$ cat src/rtl/ahb_arb_pkg.sv
// Shared AHB encodings, arbiter state encoding and burst-length helper for ahb_bus_arbiter.
package ahb_arb_pkg;

   localparam int unsigned HTRANS_W = 2;
   localparam int unsigned HBURST_W = 3;
   localparam int unsigned HSIZE_W  = 3;
   localparam int unsigned BEAT_W   = 4;

   localparam logic [HTRANS_W-1:0] IDLE   = 2'b00;
   localparam logic [HTRANS_W-1:0] BUSY   = 2'b01;
   localparam logic [HTRANS_W-1:0] NONSEQ = 2'b10;
   localparam logic [HTRANS_W-1:0] SEQ    = 2'b11;

   localparam logic [HBURST_W-1:0] SINGLE = 3'b000;
   localparam logic [HBURST_W-1:0] INCR   = 3'b001;
   localparam logic [HBURST_W-1:0] WRAP4  = 3'b010;
   localparam logic [HBURST_W-1:0] INCR4  = 3'b011;
   localparam logic [HBURST_W-1:0] WRAP8  = 3'b100;
   localparam logic [HBURST_W-1:0] INCR8  = 3'b101;
   localparam logic [HBURST_W-1:0] WRAP16 = 3'b110;
   localparam logic [HBURST_W-1:0] INCR16 = 3'b111;

   typedef enum logic [1:0] {
      ARB_IDLE  = 2'd0,
      ARB_BURST = 2'd1,
      ARB_INCR  = 2'd2
   } arb_state_t;

   // Address-phase control of one master, packed in port slice order.
   typedef struct packed {
      logic [HTRANS_W-1:0] trans;
      logic [HBURST_W-1:0] burst;
      logic [HSIZE_W-1:0]  size;
      logic                write;
   } ahb_ctrl_t;

   // Remaining beats after the NONSEQ beat of a burst.
   function automatic logic [BEAT_W-1:0] burst_beats(input logic [HBURST_W-1:0] burst);
      logic [BEAT_W-1:0] beats;
      case (burst)
         WRAP4, INCR4:   beats = 4'd3;
         WRAP8, INCR8:   beats = 4'd7;
         WRAP16, INCR16: beats = 4'd15;
         default:        beats = 4'd0;
      endcase
      return beats;
   endfunction

endpackage

$ cat src/rtl/ahb_bus_arbiter_if.sv
// Slave-side AHB bus between ahb_bus_arbiter (master modport) and the shared slave.
interface ahb_bus_arbiter_if
   import ahb_arb_pkg::*;
#(
   parameter int unsigned ADDR_W = 32,
   parameter int unsigned DATA_W = 32
);
   logic                ahb_sel_out;
   logic [ADDR_W-1:0]   ahb_addr_out;
   logic [HTRANS_W-1:0] ahb_trans_out;
   logic [HBURST_W-1:0] ahb_burst_out;
   logic [HSIZE_W-1:0]  ahb_size_out;
   logic                ahb_write_out;
   logic [DATA_W-1:0]   ahb_wdata_out;
   logic                ahb_ready_in;
   logic                ahb_resp_in;
   logic [DATA_W-1:0]   ahb_rdata_in;

   modport master (
      output ahb_sel_out, ahb_addr_out, ahb_trans_out, ahb_burst_out,
             ahb_size_out, ahb_write_out, ahb_wdata_out,
      input  ahb_ready_in, ahb_resp_in, ahb_rdata_in
   );

   modport slave (
      input  ahb_sel_out, ahb_addr_out, ahb_trans_out, ahb_burst_out,
             ahb_size_out, ahb_write_out, ahb_wdata_out,
      output ahb_ready_in, ahb_resp_in, ahb_rdata_in
   );
endinterface

$ cat src/rtl/ahb_rr_picker.sv
// Combinational round-robin picker: first requester after last_id, wrapping modulo NUM_MASTERS.
module ahb_rr_picker #(
   parameter int unsigned NUM_MASTERS = 4,
   parameter int unsigned MID_W       = $clog2(NUM_MASTERS)
) (
   input  logic [NUM_MASTERS-1:0] req,
   input  logic [MID_W-1:0]       last_id,
   output logic [MID_W-1:0]       next_id_c,
   output logic                   valid_c
);
   int unsigned idx;

   always_comb begin
      next_id_c = last_id;
      valid_c   = 1'b0;
      idx       = 0;
      for (int k = 1; k <= int'(NUM_MASTERS); k++) begin
         idx = (32'(last_id) + 32'(k)) % NUM_MASTERS;
         if (!valid_c && req[MID_W'(idx)]) begin
            valid_c   = 1'b1;
            next_id_c = MID_W'(idx);
         end
      end
   end
endmodule

$ cat src/rtl/ahb_bus_arbiter.sv
// Round-robin AHB arbiter sharing one slave port; grant moves only at burst-safe points.
// Optional master locking is enabled with `define AHB_ARB_LOCK_EN (adds m_lock_in).
module ahb_bus_arbiter
   import ahb_arb_pkg::*;
#(
   parameter int unsigned NUM_MASTERS    = 4,
   parameter int unsigned AHB_ADDR_WIDTH = 32,
   parameter int unsigned AHB_DATA_WIDTH = 32,
   localparam int unsigned MID_W         = $clog2(NUM_MASTERS)
) (
   input  logic                                  ahb_clk_in,
   input  logic                                  ahb_rstn_in,
   input  logic [NUM_MASTERS-1:0]                m_req_in,
   input  logic [NUM_MASTERS*AHB_ADDR_WIDTH-1:0] m_addr_in,
   input  logic [NUM_MASTERS*HTRANS_W-1:0]       m_trans_in,
   input  logic [NUM_MASTERS*HBURST_W-1:0]       m_burst_in,
   input  logic [NUM_MASTERS*HSIZE_W-1:0]        m_size_in,
   input  logic [NUM_MASTERS-1:0]                m_write_in,
   input  logic [NUM_MASTERS*AHB_DATA_WIDTH-1:0] m_wdata_in,
`ifdef AHB_ARB_LOCK_EN
   input  logic [NUM_MASTERS-1:0]                m_lock_in,
`endif
   output logic [NUM_MASTERS-1:0]                m_grant_out,
   output logic                                  m_ready_out,
   output logic                                  m_resp_out,
   output logic [AHB_DATA_WIDTH-1:0]             m_rdata_out,
   output logic [MID_W-1:0]                      ahb_master_out,
   ahb_bus_arbiter_if.master                     ahb_slave_if
);
   logic [AHB_ADDR_WIDTH-1:0] addr_a  [NUM_MASTERS];
   logic [AHB_DATA_WIDTH-1:0] wdata_a [NUM_MASTERS];
   ahb_ctrl_t                 ctrl_a  [NUM_MASTERS];

   logic [MID_W-1:0]       grant_id;
   logic [NUM_MASTERS-1:0] grant_oh;
   logic [MID_W-1:0]       data_id;
   logic [BEAT_W-1:0]      beat_cnt;
   arb_state_t             state;

   ahb_ctrl_t        own_c;
   logic             own_req_c;
   logic             ap_c;
   logic [MID_W-1:0] pick_id_c;
   logic             pick_valid_c;

   for (genvar g = 0; g < NUM_MASTERS; g++) begin : g_unpack
      assign addr_a[g]  = m_addr_in[g*AHB_ADDR_WIDTH +: AHB_ADDR_WIDTH];
      assign wdata_a[g] = m_wdata_in[g*AHB_DATA_WIDTH +: AHB_DATA_WIDTH];
      assign ctrl_a[g]  = {m_trans_in[g*HTRANS_W +: HTRANS_W],
                           m_burst_in[g*HBURST_W +: HBURST_W],
                           m_size_in[g*HSIZE_W +: HSIZE_W],
                           m_write_in[g]};
   end

   assign own_c     = ctrl_a[grant_id];
   assign own_req_c = m_req_in[grant_id];

   ahb_rr_picker #(
      .NUM_MASTERS (NUM_MASTERS),
      .MID_W       (MID_W)
   ) u_picker (
      .req       (m_req_in),
      .last_id   (grant_id),
      .next_id_c (pick_id_c),
      .valid_c   (pick_valid_c)
   );

   // Arbitration point: only where switching cannot split a fixed-length burst.
   always_comb begin
      ap_c = 1'b0;
      if (ahb_slave_if.ahb_ready_in) begin
         case (state)
            ARB_IDLE:  ap_c = (own_c.trans == IDLE) ||
                              ((own_c.trans == NONSEQ) && (own_c.burst == SINGLE));
            ARB_BURST: ap_c = (own_c.trans == SEQ) && (beat_cnt == 4'd1);
            ARB_INCR:  ap_c = !own_req_c;
            default:   ap_c = 1'b0;
         endcase
      end
`ifdef AHB_ARB_LOCK_EN
      if (m_lock_in[grant_id]) ap_c = 1'b0;
`endif
   end

   always_ff @(posedge ahb_clk_in or negedge ahb_rstn_in) begin
      if (!ahb_rstn_in) begin
         grant_id <= '0;
         grant_oh <= NUM_MASTERS'(1);
         data_id  <= '0;
         beat_cnt <= '0;
         state    <= ARB_IDLE;
      end else if (ahb_slave_if.ahb_ready_in) begin
         data_id <= grant_id;
         if (ap_c && pick_valid_c && (pick_id_c != grant_id)) begin
            // New owner starts from a clean burst tracker.
            grant_id <= pick_id_c;
            grant_oh <= NUM_MASTERS'(1) << pick_id_c;
            beat_cnt <= '0;
            state    <= ARB_IDLE;
         end else begin
            case (own_c.trans)
               NONSEQ: begin
                  beat_cnt <= burst_beats(own_c.burst);
                  if (own_c.burst == SINGLE)    state <= ARB_IDLE;
                  else if (own_c.burst == INCR) state <= ARB_INCR;
                  else                          state <= ARB_BURST;
               end
               SEQ: begin
                  if (beat_cnt != '0) beat_cnt <= beat_cnt - 4'd1;
                  if ((state == ARB_BURST) && (beat_cnt <= 4'd1)) state <= ARB_IDLE;
               end
               default: begin
                  if ((own_c.trans == IDLE) && (state == ARB_INCR)) state <= ARB_IDLE;
               end
            endcase
         end
      end else if (ahb_slave_if.ahb_resp_in) begin
         // First ERROR cycle: abandon the burst so the next ready cycle re-arbitrates.
         beat_cnt <= '0;
         state    <= ARB_IDLE;
      end
   end

   assign m_grant_out    = grant_oh;
   assign ahb_master_out = grant_id;
   assign m_ready_out    = ahb_slave_if.ahb_ready_in;
   assign m_resp_out     = ahb_slave_if.ahb_resp_in;
   assign m_rdata_out    = ahb_slave_if.ahb_rdata_in;

   // Address phase forced to IDLE while reset is asserted.
   assign ahb_slave_if.ahb_addr_out  = addr_a[grant_id];
   assign ahb_slave_if.ahb_trans_out = ahb_rstn_in ? own_c.trans : IDLE;
   assign ahb_slave_if.ahb_sel_out   = ahb_rstn_in && (own_c.trans != IDLE);
   assign ahb_slave_if.ahb_burst_out = own_c.burst;
   assign ahb_slave_if.ahb_size_out  = own_c.size;
   assign ahb_slave_if.ahb_write_out = own_c.write;
   assign ahb_slave_if.ahb_wdata_out = wdata_a[data_id];

endmodule

$ cat src/flat_wrapper.sv
// flat-port wrapper written by rule: the top's interface ports become plain ports
module ahb_bus_arbiter_flat import ahb_arb_pkg::*;
#(
   parameter int unsigned NUM_MASTERS    = 4,
   parameter int unsigned AHB_ADDR_WIDTH = 32,
   parameter int unsigned AHB_DATA_WIDTH = 32,
   localparam int unsigned MID_W         = $clog2(NUM_MASTERS)
)
  (ahb_clk_in, ahb_rstn_in, m_req_in, m_addr_in, m_trans_in, m_burst_in, m_size_in, m_write_in, m_wdata_in, m_grant_out, m_ready_out, m_resp_out, m_rdata_out, ahb_master_out, ahb_slave_if_ahb_sel_out, ahb_slave_if_ahb_addr_out, ahb_slave_if_ahb_trans_out, ahb_slave_if_ahb_burst_out, ahb_slave_if_ahb_size_out, ahb_slave_if_ahb_write_out, ahb_slave_if_ahb_wdata_out, ahb_slave_if_ahb_ready_in, ahb_slave_if_ahb_resp_in, ahb_slave_if_ahb_rdata_in);
  ahb_bus_arbiter_if #(.ADDR_W(32), .DATA_W(32)) ahb_slave_if_i ();
  input  logic ahb_clk_in;
  input  logic ahb_rstn_in;
  input  logic [NUM_MASTERS-1:0] m_req_in;
  input  logic [NUM_MASTERS*AHB_ADDR_WIDTH-1:0] m_addr_in;
  input  logic [NUM_MASTERS*HTRANS_W-1:0] m_trans_in;
  input  logic [NUM_MASTERS*HBURST_W-1:0] m_burst_in;
  input  logic [NUM_MASTERS*HSIZE_W-1:0] m_size_in;
  input  logic [NUM_MASTERS-1:0] m_write_in;
  input  logic [NUM_MASTERS*AHB_DATA_WIDTH-1:0] m_wdata_in;
  output logic [NUM_MASTERS-1:0] m_grant_out;
  output logic m_ready_out;
  output logic m_resp_out;
  output logic [AHB_DATA_WIDTH-1:0] m_rdata_out;
  output logic [MID_W-1:0] ahb_master_out;
  output wire logic [$bits(ahb_slave_if_i.ahb_sel_out)-1:0] ahb_slave_if_ahb_sel_out;
  output wire logic [$bits(ahb_slave_if_i.ahb_addr_out)-1:0] ahb_slave_if_ahb_addr_out;
  output wire logic [$bits(ahb_slave_if_i.ahb_trans_out)-1:0] ahb_slave_if_ahb_trans_out;
  output wire logic [$bits(ahb_slave_if_i.ahb_burst_out)-1:0] ahb_slave_if_ahb_burst_out;
  output wire logic [$bits(ahb_slave_if_i.ahb_size_out)-1:0] ahb_slave_if_ahb_size_out;
  output wire logic [$bits(ahb_slave_if_i.ahb_write_out)-1:0] ahb_slave_if_ahb_write_out;
  output wire logic [$bits(ahb_slave_if_i.ahb_wdata_out)-1:0] ahb_slave_if_ahb_wdata_out;
  input wire logic [$bits(ahb_slave_if_i.ahb_ready_in)-1:0] ahb_slave_if_ahb_ready_in;
  input wire logic [$bits(ahb_slave_if_i.ahb_resp_in)-1:0] ahb_slave_if_ahb_resp_in;
  input wire logic [$bits(ahb_slave_if_i.ahb_rdata_in)-1:0] ahb_slave_if_ahb_rdata_in;
  assign ahb_slave_if_ahb_sel_out = ahb_slave_if_i.ahb_sel_out;
  assign ahb_slave_if_ahb_addr_out = ahb_slave_if_i.ahb_addr_out;
  assign ahb_slave_if_ahb_trans_out = ahb_slave_if_i.ahb_trans_out;
  assign ahb_slave_if_ahb_burst_out = ahb_slave_if_i.ahb_burst_out;
  assign ahb_slave_if_ahb_size_out = ahb_slave_if_i.ahb_size_out;
  assign ahb_slave_if_ahb_write_out = ahb_slave_if_i.ahb_write_out;
  assign ahb_slave_if_ahb_wdata_out = ahb_slave_if_i.ahb_wdata_out;
  assign ahb_slave_if_i.ahb_ready_in = ahb_slave_if_ahb_ready_in;
  assign ahb_slave_if_i.ahb_resp_in = ahb_slave_if_ahb_resp_in;
  assign ahb_slave_if_i.ahb_rdata_in = ahb_slave_if_ahb_rdata_in;
  ahb_bus_arbiter #(.NUM_MASTERS(NUM_MASTERS), .AHB_ADDR_WIDTH(AHB_ADDR_WIDTH), .AHB_DATA_WIDTH(AHB_DATA_WIDTH)) u_core (.ahb_clk_in(ahb_clk_in), .ahb_rstn_in(ahb_rstn_in), .m_req_in(m_req_in), .m_addr_in(m_addr_in), .m_trans_in(m_trans_in), .m_burst_in(m_burst_in), .m_size_in(m_size_in), .m_write_in(m_write_in), .m_wdata_in(m_wdata_in), .m_grant_out(m_grant_out), .m_ready_out(m_ready_out), .m_resp_out(m_resp_out), .m_rdata_out(m_rdata_out), .ahb_master_out(ahb_master_out), .ahb_slave_if(ahb_slave_if_i));
endmodule
$ cat config.mk
export PLATFORM = sky130hd
export DESIGN_NAME = ahb_bus_arbiter_flat
export DESIGN_NICKNAME = d
export VERILOG_FILES = /design/src/rtl/ahb_arb_pkg.sv /design/src/rtl/ahb_bus_arbiter_if.sv /design/src/rtl/ahb_rr_picker.sv /design/src/rtl/ahb_bus_arbiter.sv /design/src/flat_wrapper.sv
export SDC_FILE = /design/constraint.sdc
export NUM_CORES = 1
export LEC_CHECK = 0
export CAP_MARGIN = 10
export CORE_AREA = 8 8 168 170
export DETAILED_ROUTE_END_ITERATION = 7
export DIE_AREA = 0 0 176 178
export DONT_BUFFER_PORTS = 1
export PLACE_DENSITY = 0.3
export SLEW_MARGIN = 0
export SYNTH_ARGS = -nofsm -noshare
export SYNTH_HDL_FRONTEND = slang
export SYNTH_SLANG_ARGS = --single-unit
$ cat constraint.sdc
create_clock -name ahb_clk_in -period 3.1 [get_ports ahb_clk_in]
set_input_delay 0.93 -clock ahb_clk_in [delete_from_list [all_inputs] [get_ports ahb_clk_in]]
set_output_delay 0.93 -clock ahb_clk_in [all_outputs]
set_load 0.005 [all_outputs]
[Word-level counts from Yosys, hierarchy flattened]
Cells that the tools add are included.
Cells by class
  add/subtract/negate cells: 5
  $mul: 0
  div/mod/pow operators: 0
  magnitude comparators: 8
  eq/ne operators: 17
  shift-type cells: 1
  muxes and demuxes: 44
  bitwise operators: 2
  reductions and logical operators: 27
Operator list (number)
  $bmux W32 S2: 2
  $mux W32: 4
  $mux W2: 12
  $bmux W9 S2: 1
  $mux W9: 2
  $mux W4: 4
  $lt A2 B3 Y1 const B: 5
  $eq A3 B3 Y1 const B: 4
  $pmux W4 S3: 1
  $bmux W1 S2: 5
  $logic_and A1 B1 Y1: 10
  $mux W1: 10
  $ne A4 B4 Y1 const B: 2
  $pmux W4 S2: 1
  $eq A2 B2 Y1 const B: 3
  $eq A3 B2 Y1 const B: 2
  $ge A3 B3 Y1 const B: 2
  $not A2 Y3: 2
  $reduce_and A3 Y1: 2
  $reduce_or A2 Y1: 3
  $ne A5 B1 Y1 const B: 1
  $add A2 B1 Y2 const B: 2
  $add A2 B2 Y2 const B: 2
  $eq A4 B1 Y1 const B: 1
  other kinds (16): 21
Storage, ports and cells
  bits in registers: 14
  bits in latches: 0
  bits in writable memories: 0
  bits in read-only memories: 0
  bits of input ports: 332
  output and inout bits: 114
  word-level logic and storage cells: 109
  memories kept: 0

[Longest topological paths before layout]
Gate-level depths: netlist of run 1.
  word-level depth: 17
  mapped depth: 8
  mapped depth without buffers: 7

[Hierarchy]
Synthesis of run 1 repeated with hierarchy kept, for this count alone.
Unflattened totals
  cells, all modules: 248
  area, all modules: 3093.0 sq um
Modules (own cells, without submodules)
  ahb_bus_arbiter: instances 1, cells each 234, area each 3010.4 sq um, seq. area each 351.6 sq um
  ahb_rr_picker: instances 1, cells each 14, area each 82.6 sq um, seq. area each 0.0 sq um

[Least setup slack after synthesis of run 1]
OpenSTA, ideal clock, no wires.
  path kind: input -> output
  start point: in m_trans_in[7]
  end point: out ahb_slave_if_ahb_sel_out
  data arrival time: 2.021 ns
  required time: 2.170 ns
  path slack: 0.149 ns
  cell stages on the path: 4
  buffers on the path: 1
  cells stage by stage: mux4_2 > buf_2 > and2_1 > or2_2
Between the ends
  longest elaborated chain between the ends: 5
Ends and longest elaborated chain
  from (decl): RTL line flat_wrapper.sv:15  | input logic [NUM_MASTERS*HTRANS_W-1:0] m_trans_in;
  $bmux W9 S2: RTL line ahb_bus_arbiter.sv:55  | assign own_c = ctrl_a[grant_id];
  $mux W9 (implied by the code) (2 in series): RTL line ahb_bus_arbiter.sv:55
  $reduce_bool A2 Y1: RTL line ahb_bus_arbiter.sv:133  | assign ahb_slave_if.ahb_sel_out = ahb_rstn_in && (own_c.trans != IDLE);
  $logic_and A1 B1 Y1: RTL line ahb_bus_arbiter.sv:133
  to (decl): RTL line flat_wrapper.sv:25  | output wire logic [$bits(ahb_slave_if_i.ahb_sel_out)-1:0] ahb_slave_if_ahb_sel_out;
No other way between the ends. The select of a mux whose other input is x is not followed.

[Final worst setup path of run 1]
  start point: reg u_core.grant_id[0], in the netlist u_core.ahb_master_out[0]
  end point: out ahb_slave_if_ahb_sel_out
Between the ends
  longest elaborated chain between the ends: 6
Ends and longest elaborated chain
  from (decl): RTL line ahb_bus_arbiter.sv:34  | logic [MID_W-1:0] grant_id;
  from (signal assigned): RTL line ahb_bus_arbiter.sv:96  | grant_id <= pick_id_c;
  $not A2 Y3 (implied by the code): RTL line ahb_bus_arbiter.sv:55
  $bmux W9 S2: RTL line ahb_bus_arbiter.sv:55
  $mux W9 (implied by the code) (2 in series): RTL line ahb_bus_arbiter.sv:55
  $reduce_bool A2 Y1: RTL line ahb_bus_arbiter.sv:133
  $logic_and A1 B1 Y1: RTL line ahb_bus_arbiter.sv:133
No other way between the ends. The select of a mux whose other input is x is not followed.

==> summary.md, run 1 <==
| Metric | Value |
|---|---|
| Via count of the first global-routing pass | `2,474` |
| Post-synth ARST share | `1.00` |
| Net count, final | `539` |
| Count of vias placed by the detailed router | `2,424` |
| Post-Syn Nets | `586` |
| Maximum number of pins on one net before global-route repair | `45` |
| Sequential cell fraction of total power | `0.153` |
| Final total negative setup slack | `0 ps` |
| Netlist area before placement | `3090 sq um` |
| Capturing element type of the critical path | `output port` |
| Global route overflow | `0` |
| Clock skew after layout | `2.80 ps` |
| Share of layout cells above drive strength 1 | `0.468` |
| Clk_lat worst skew | `240 ps` |
| Share of total power consumed by net switching | `0.468` |
| Detail Route Antenna Nets | `0` |
| Highest achievable clock rate | `344 MHz` |
| Total setup buffers inserted after CTS | `0` |
| Average size of a mapped cell | `12.3 sq um` |
| Number of sinks on the clock net | `14` |
| Total net switching power | `1.47 mW` |
| Combinational Power Share | `0.762` |
| Max clock buf depth | `2` |
| Cts bufs inserted | `3` |
| Synth warn | `0` |
| Measured slew at the worst slew-check pin | `497 ps` |
| Number of fillers in the final layout | `2,858` |
| IO Pins | `446` |
| # port buffers | `0` |
| Iteration-0 DRC Markers | `153` |
| Die H | `178 microns` |
| Worst reg2reg setup slack | `430 ps` |
| Predominant post-synthesis flop cell | `sky130_fd_sc_hd__dfrtp_1` |
| Initial cell density of the core | `0.121` |
| Cts hold-fix bufs | `0` |
| Power per cell area | `947 nW/um^2` |
| Maximum vdd drop | `0.000289 V` |
| Normalized max-slew margin | `0.667` |
| Setup violation total in the final timing report | `0` |
| Multi-input logic area | `2350 sq um` |
| Total routing usage reported by global routing | `0.0945` |
| Setup repair after global routing missed its margin | `no` |
| Data required, critical path | `2170 ps` |
| Syn Inst Count | `251` |
| Leakage | `0.967 nW` |
| Crit path DAT | `1980 ps` |
| Detailed-routing iteration count for the pre-antenna-repair pass | `4` |
| Number of different library cells in the post-synthesis netlist | `44` |
| Die Wd | `176 microns` |
| Maximum fanout along the worst path | `19` |
| Global-route wire length before repair | `21.9 mm` |
| Area occupied by registers | `358 sq um` |
| Placement row count | `59` |
| Fraction of power consumed by the clock network | `0.085` |
| Register clock-pin slew on the reported worst setup and hold paths | `50 ps` |
| Layout-stage area growth over the synthesis result | `7.62%` |
| Number of levels in the clock H-tree | `1` |
| Clock tree from TritonCTS | `built` |
| Classification of the worst setup path | `flop to output port` |
| Clk root buf | `sky130_fd_sc_hd__clkbuf_16` |
| Number of hold violations in the final report | `0` |
| Die footprint | `31,300 sq um` |
| Routed wire per std cell | `31.6 microns` |
| Drt total wl | `17.1 mm` |
| Type of the worst min-delay path | `input port to asynchronous set/reset pin` |
| Total power | `3.15 mW` |
| Number of synthesized flops with an enable pin | `0` |
| Remaining routing DRC violations | `0` |
| Area inside the core boundary | `25,600 sq um` |
| Run status | `finished, final reports clean` |
| Initial antenna violation count | `7` |
| Worst hold slack | `383 ps` |
| Total of flip-flops plus latches after synthesis | `14` |
| Vias per Instance | `4.49` |
| Internal Pwr Total | `1.67 mW` |
| Number of slew-limit violations in the final report | `0` |
| RD Place Congestion | `0.803` |
| Final design utilization | `0.130` |
| Crit path launch type | `flop` |
| Post-layout minimum cycle time | `2910 ps` |
| Register area share after synthesis | `0.114` |
| Final HPWL from detailed placement | `15.4 mm` |
| Total of cells resized after clock tree synthesis | `0` |
| Maximum capacitance violations | `0` |
| Final critical-path share of the clock period | `0.938` |
-- cell usage after synthesis, types with 2 or more instances --
cell type,instances,area share
sky130_fd_sc_hd__a211o_1,2,0.0057
sky130_fd_sc_hd__a211oi_1,2,0.0049
sky130_fd_sc_hd__a21oi_1,7,0.011
sky130_fd_sc_hd__a22o_1,2,0.0057
sky130_fd_sc_hd__a31oi_1,3,0.0061
sky130_fd_sc_hd__and2_1,4,0.0081
sky130_fd_sc_hd__buf_1,8,0.0097
sky130_fd_sc_hd__buf_2,5,0.0081
sky130_fd_sc_hd__buf_4,36,0.088
sky130_fd_sc_hd__clkbuf_1,8,0.0097
sky130_fd_sc_hd__dfrtp_1,13,0.11
sky130_fd_sc_hd__ha_1,3,0.012
sky130_fd_sc_hd__inv_1,6,0.0073
sky130_fd_sc_hd__mux2_2,3,0.011
sky130_fd_sc_hd__mux2i_1,7,0.023
sky130_fd_sc_hd__mux4_2,73,0.53
sky130_fd_sc_hd__nand2_1,6,0.0073
sky130_fd_sc_hd__nand2b_1,4,0.0081
sky130_fd_sc_hd__nand3_1,4,0.0065
sky130_fd_sc_hd__nand3b_1,2,0.0049
sky130_fd_sc_hd__nand4_1,2,0.0041
sky130_fd_sc_hd__nor2_1,9,0.011
sky130_fd_sc_hd__nor2b_1,2,0.0041
sky130_fd_sc_hd__nor3_1,5,0.0081
sky130_fd_sc_hd__nor3b_1,2,0.0049
sky130_fd_sc_hd__o21a_1,2,0.0049
sky130_fd_sc_hd__o21ai_0,10,0.016
sky130_fd_sc_hd__o22a_1,2,0.0057
sky130_fd_sc_hd__o31ai_1,3,0.0073
sky130_fd_sc_hd__o41ai_1,2,0.0057
-- worst max-delay path, cell delays in order, from the launching register on --
cell and delay (ps):
sky130_fd_sc_hd__dfrtp_4 640, sky130_fd_sc_hd__mux4_2 580, sky130_fd_sc_hd__and2_1 200, sky130_fd_sc_hd__or2_2 310
-- power groups by stage --
stage,clock (mW),sequential (mW),combinational (mW)
finish,0.268,0.481,2.40
global route,0.287,0.516,2.61
CTS,0.277,0.498,2.47
detailed placement,0,0.499,2.46
global placement,0,0.498,2.44
floorplan,0,0.319,2.04
-- per-layer routing --
| layer | vias to the layer above | part of all wire | global-route usage |
|---|---|---|---|
| li1 | 924 | - | - |
| met1 | 1238 | 0.35 | 0.110 |
| met2 | 234 | 0.51 | 0.159 |
| met3 | 20 | 0.13 | 0.0491 |
| met4 | 8 | 0.0055 | 0.00777 |
| met5 | - | 0.0029 | 0 |
-- path summary, 6_finish.rpt --
check / from / end / cells after the start
max reg2reg: u_core.ahb_master_out[0] / u_core.beat_cnt[3] / 6
min: ahb_rstn_in / u_core.ahb_master_out[0] / 0
min reg2reg: u_core.m_grant_out[0] / u_core.m_grant_out[0] / 2
min in group ahb_clk_in: u_core.m_grant_out[0] / u_core.m_grant_out[0] / 2
max in group asynchronous: ahb_rstn_in / u_core.m_grant_out[0] / 0
max: u_core.ahb_master_out[0] / ahb_slave_if_ahb_sel_out / 3
-- final cells by class --
cell class              instances  share of cell area
multi-input cells             173               0.706
well taps                     335               0.126
flip-flops and latches         14               0.108
clock buffers                   4              0.0267
repair buffers                  6              0.0248
inverters                       6             0.00678
diodes                          2             0.00151
-- stage by stage --
step           area (sq um)  worst slack [ps]  std cells
5_1_grt                3320              76.1        538
3_5_place_dp           3230               239        534
2_1_floorplan          3090               149        251
4_1_cts                3320               144        538
3_3_place_gp           3230               237        534
6_report               3320               192        540
-- kinds of logic (layout without fill, tap and decap cells) --
| kind of cell | after synthesis | count (layout) | synth area share |
|---|---|---|---|
| AOI/OAI and AO/OA | 41 | 41 | 0.0985 |
| adders and majority gates | 3 | 3 | 0.0122 |
| buffers and inverters | 64 | 16 | 0.126 |
| DFF | 14 | 14 | 0.114 |
| muxes | 83 | 83 | 0.566 |
| other | 0 | 2 | 0 |
| and+or+nand+nor | 46 | 46 | 0.0835 |
-- state kept, by name (all words and copies together), names as in the netlist --
name,count
u_core.ahb_master_out,2
u_core.data_id,2
u_core.m_grant_out,4
u_core.state,2
u_core.beat_cnt,4
-- cells in the final DEF, fill, tap and decap left out, types with 2 or more instances in the layout --
cell type / Yosys / routed
sky130_fd_sc_hd__a211oi_1: 2 / 2
sky130_fd_sc_hd__nor2_1: 9 / 9
sky130_fd_sc_hd__nor2b_1: 2 / 2
sky130_fd_sc_hd__mux4_2: 73 / 73
sky130_fd_sc_hd__buf_4: 36 / 3
sky130_fd_sc_hd__nand4_1: 2 / 2
sky130_fd_sc_hd__mux2i_1: 7 / 7
sky130_fd_sc_hd__dfrtp_2: 0 / 2
sky130_fd_sc_hd__a22o_1: 2 / 2
sky130_fd_sc_hd__diode_2: 0 / 2
sky130_fd_sc_hd__ha_1: 3 / 3
sky130_fd_sc_hd__nand2_1: 6 / 6
sky130_fd_sc_hd__nand2b_1: 4 / 4
sky130_fd_sc_hd__nor3b_1: 2 / 2
sky130_fd_sc_hd__a21oi_1: 7 / 7
sky130_fd_sc_hd__dfrtp_1: 13 / 10
sky130_fd_sc_hd__nand3_1: 4 / 4
sky130_fd_sc_hd__buf_12: 0 / 3
sky130_fd_sc_hd__o21ai_0: 10 / 10
sky130_fd_sc_hd__o21a_1: 2 / 2
sky130_fd_sc_hd__nor3_1: 5 / 5
sky130_fd_sc_hd__a211o_1: 2 / 2
sky130_fd_sc_hd__o22a_1: 2 / 2
sky130_fd_sc_hd__and2_1: 4 / 4
sky130_fd_sc_hd__inv_1: 6 / 6
sky130_fd_sc_hd__nand3b_1: 2 / 2
sky130_fd_sc_hd__o31ai_1: 3 / 3
sky130_fd_sc_hd__mux2_2: 3 / 3
sky130_fd_sc_hd__o41ai_1: 2 / 2
sky130_fd_sc_hd__clkbuf_16: 0 / 3
sky130_fd_sc_hd__a31oi_1: 3 / 3
No activity file was read; power rests on OpenSTA's default activity.
==> run 2: changes to the inputs <==
CAP_MARGIN = 5   (was 10)
CORE_AREA = 2 2 172 174   (was 8 8 168 170)
DIE_AREA = 0 0 174 176   (was 0 0 176 178)
clock period = 3.8 ns   (was 3.1 ns; I/O delays follow)
==> summary.md, run 2 (synthesis results as in run 1) <==
| Metric | Value |
|---|---|
| Endpoint of the worst-slack reg-to-reg timing path | `u_core.ahb_master_out[0]` |
| Post-layout minimum cycle time | `3390 ps` |
| Share of layout cells above drive strength 1 | `0.465 (-0.00263)` |
| Drt total wl | `14.4 mm (-15%)` |
| Routed wire per std cell | `24.6 microns (-22%)` |
| Via count of the first global-routing pass | `2,444 (-1.2%)` |
| Crit path launch type | `input port` |
| Count of cells along the worst register-to-register path | `6 (unchanged)` |
| Register clock-pin slew on the reported worst setup and hold paths | `50 ps (about the same)` |
| Maximum capacitance violations | `0 (unchanged)` |
| Die Wd | `174 microns (-1.1%)` |
| Final critical-path share of the clock period | `0.892` |
| Worst Hold Launch | `u_core.m_grant_out[0]` |
| Highest achievable clock rate | `295 MHz` |
| Top Usage Layer GRT | `met2` |
| Global-route wire length before repair | `19.1 mm (-13%)` |
| Normalized max-slew margin | `0.474 (-0.193)` |
| Placement row count | `62 (+5.1%)` |
| Crit path cell chain | `mux4_2, and2_1, or2_2` |
| Total instance count after detailed placement | `582 (+9.0%)` |
| Setup violation total in the final timing report | `0 (unchanged)` |
| Global route overflow | `0 (unchanged)` |
| Net count, final | `538 (-0.19%)` |
| Number of hold violations in the final report | `0 (unchanged)` |
| Crit path largest cell delay | `580 ps (-60 ps)` |
| Detail Route Antenna Nets | `0 (unchanged)` |
| Capturing element type of the critical path | `output port` |
| Leakage | `0.954 nW (-1.3%)` |
| Initial antenna violation count | `2 (-5)` |
| Number of levels in the clock H-tree | `1 (unchanged)` |
| Power per cell area | `740 nW/um^2 (-22%)` |
| Met3 Use GR | `0.0245 (-0.0246)` |
| Met2 track demand over resource in global routing | `0.158 (-0.00124)` |
| Final total negative setup slack | `0 ps (unchanged)` |
| Classification of the worst setup path | `input port to output port` |
| Buffers & Inverters on Critical Path | `0 (unchanged)` |
| Run status | `finished, final reports clean` |
| Clk root buf | `sky130_fd_sc_hd__clkbuf_16` |
| Total of cells resized after clock tree synthesis | `0 (unchanged)` |
| Worst reg2reg setup slack | `1090 ps (+660 ps)` |
| Vias per Instance | `3.98 (-11%)` |
| # port buffers | `0 (unchanged)` |
| RD Place Congestion | `0.795 (-1.0%)` |
| Count of cells along the worst hold path | `2` |
| Clock tree from TritonCTS | `built` |
| Delay-heaviest family, CP | `multiplexers` |
| Beginning of the worst register-to-register path | `u_core.ahb_master_out[1]` |
| Post-route non-filler standard cell count | `586 (+8.5%)` |
| Maximum number of pins on one net before global-route repair | `52 (+16%)` |
| Slowest cell on the critical path | `sky130_fd_sc_hd__mux4_2` |
| Initial cell density of the core | `0.108 (-0.0124)` |
| Die H | `176 microns (-1.1%)` |
| IO Pins | `446 (unchanged)` |
| Clock skew after layout | `1.16 ps (-1.65 ps)` |
| Max clock buf depth | `2 (unchanged)` |
| Iteration-0 DRC Markers | `113 (-26%)` |
| Cts hold-fix bufs | `0 (unchanged)` |
| Clk_lat worst skew | `240 ps (about the same)` |
| Setup repair after global routing missed its margin | `no` |
| Most common library cell in the layout ignoring fill and taps | `sky130_fd_sc_hd__mux4_2` |
| Data required, critical path | `2660 ps (+490 ps)` |
| Cts bufs inserted | `3 (unchanged)` |
| Remaining routing DRC violations | `0 (unchanged)` |
| Measured slew at the worst slew-check pin | `789 ps (+292 ps)` |
| Maximum fanout along the worst path | `11 (-8)` |
| Number of slew-limit violations in the final report | `0 (unchanged)` |
| End of the worst hold path | `u_core.m_grant_out[0]` |
| Total setup buffers inserted after CTS | `0 (unchanged)` |
| Crit path DAT | `2250 ps (+270 ps)` |
| Die footprint | `30,600 sq um (-2.2%)` |
| Layout-stage area growth over the synthesis result | `8.39%` |
| Area inside the core boundary | `28,500 sq um (+11%)` |
| Setup Slack @ Placement | `410 ps (+171 ps)` |
| Worst setup margin | `409 ps (+216 ps)` |
| Final HPWL from detailed placement | `12.9 mm (-16%)` |
| Global routing met1 resource utilization | `0.0984 (-0.0112)` |
| Maximum vdd drop | `0.000279 V (-3.6%)` |
| Detailed-routing iteration count for the pre-antenna-repair pass | `4 (unchanged)` |
| Number of fillers in the final layout | `3,277 (+15%)` |
| Total routing usage reported by global routing | `0.0846 (-0.00986)` |
| Type of the worst min-delay path | `flop to flop` |
| Most used cells in the layout excluding fill and tap cells | `sky130_fd_sc_hd__mux4_2 (73), sky130_fd_sc_hd__o21ai_0 (10), sky130_fd_sc_hd__dfrtp_1 (10), sky130_fd_sc_hd__nor2_1 (9)` |
| Antenna diode count | `0 (-2)` |
| Number of sinks on the clock net | `14 (unchanged)` |
| Count of vias placed by the detailed router | `2,332 (-3.8%)` |
## run 2: cell count changes in the layout (fill, tap and decap cells not counted), sizes merged
cell	change
buf	-1
diode	-2
## run 2: final cells by class
type,count,area [sq um],share of cell area
clock buffer,4,88.8,0.0265
tap,384,480,0.144
multi-input combinational,173,2350,0.701
timing repair buffer,5,50.0,0.0150
inverter,6,22.5,0.00673
sequential,14,358,0.107
## run 2: how the worst max path moves through the flow
stage / depth (start not counted) / from / endpoint / slack, ps
global placement: 3 / m_trans_in[7] / ahb_slave_if_ahb_sel_out / 410
floorplan: 4 / m_trans_in[7] / ahb_slave_if_ahb_sel_out / 430
global route: 3 / m_trans_in[7] / ahb_slave_if_ahb_sel_out / 380
finish: 3 / m_trans_in[7] / ahb_slave_if_ahb_sel_out / 410
detailed placement: 3 / m_trans_in[7] / ahb_slave_if_ahb_sel_out / 410
CTS: 3 / m_trans_in[7] / ahb_slave_if_ahb_sel_out / 410
## run 2: worst reg2reg max path: stages, from the launching register on
cell and delay [ps]:
sky130_fd_sc_hd__dfrtp_2 430, sky130_fd_sc_hd__buf_4 560, sky130_fd_sc_hd__nor2b_1 110, sky130_fd_sc_hd__or4b_2 670, sky130_fd_sc_hd__nand2_1 240, sky130_fd_sc_hd__or2_0 400, sky130_fd_sc_hd__o21ai_0 160
## run 2: where the power goes
part / switching (mW) / internal [mW]
logic: 0.904 / 0.948
clock network: 0.0632 / 0.160
registers: 0.179 / 0.223
## run 2: stage by stage
stage | total power [mW] | area [sq um] | hold WS [ps] | util
2_1_floorplan | 1.93 | 3090 | 479 | -
3_3_place_gp | 2.29 | 3260 | 538 | 0.114
3_5_place_dp | 2.31 | 3260 | 538 | 0.114
4_1_cts | 2.54 | 3350 | 545 | 0.117
5_1_grt | 2.68 | 3350 | 581 | 0.117
6_report | 2.48 | 3350 | 533 | 0.117
## run 2: layer usage
| metal | vias up | part of all wire |
|---|---|---|
| li1 | 917 | - |
| met1 | 1213 | 0.36 |
| met2 | 189 | 0.54 |
| met3 | 11 | 0.095 |
| met4 | 2 | 0.0099 |
| met5 | - | 0.00090 |
==> run 3: changes to the inputs <==
SLEW_MARGIN = not set   (was 0)
==> results of run 3 <==
Same layout as run 2: the final DEF is identical, and so are final timing and power.
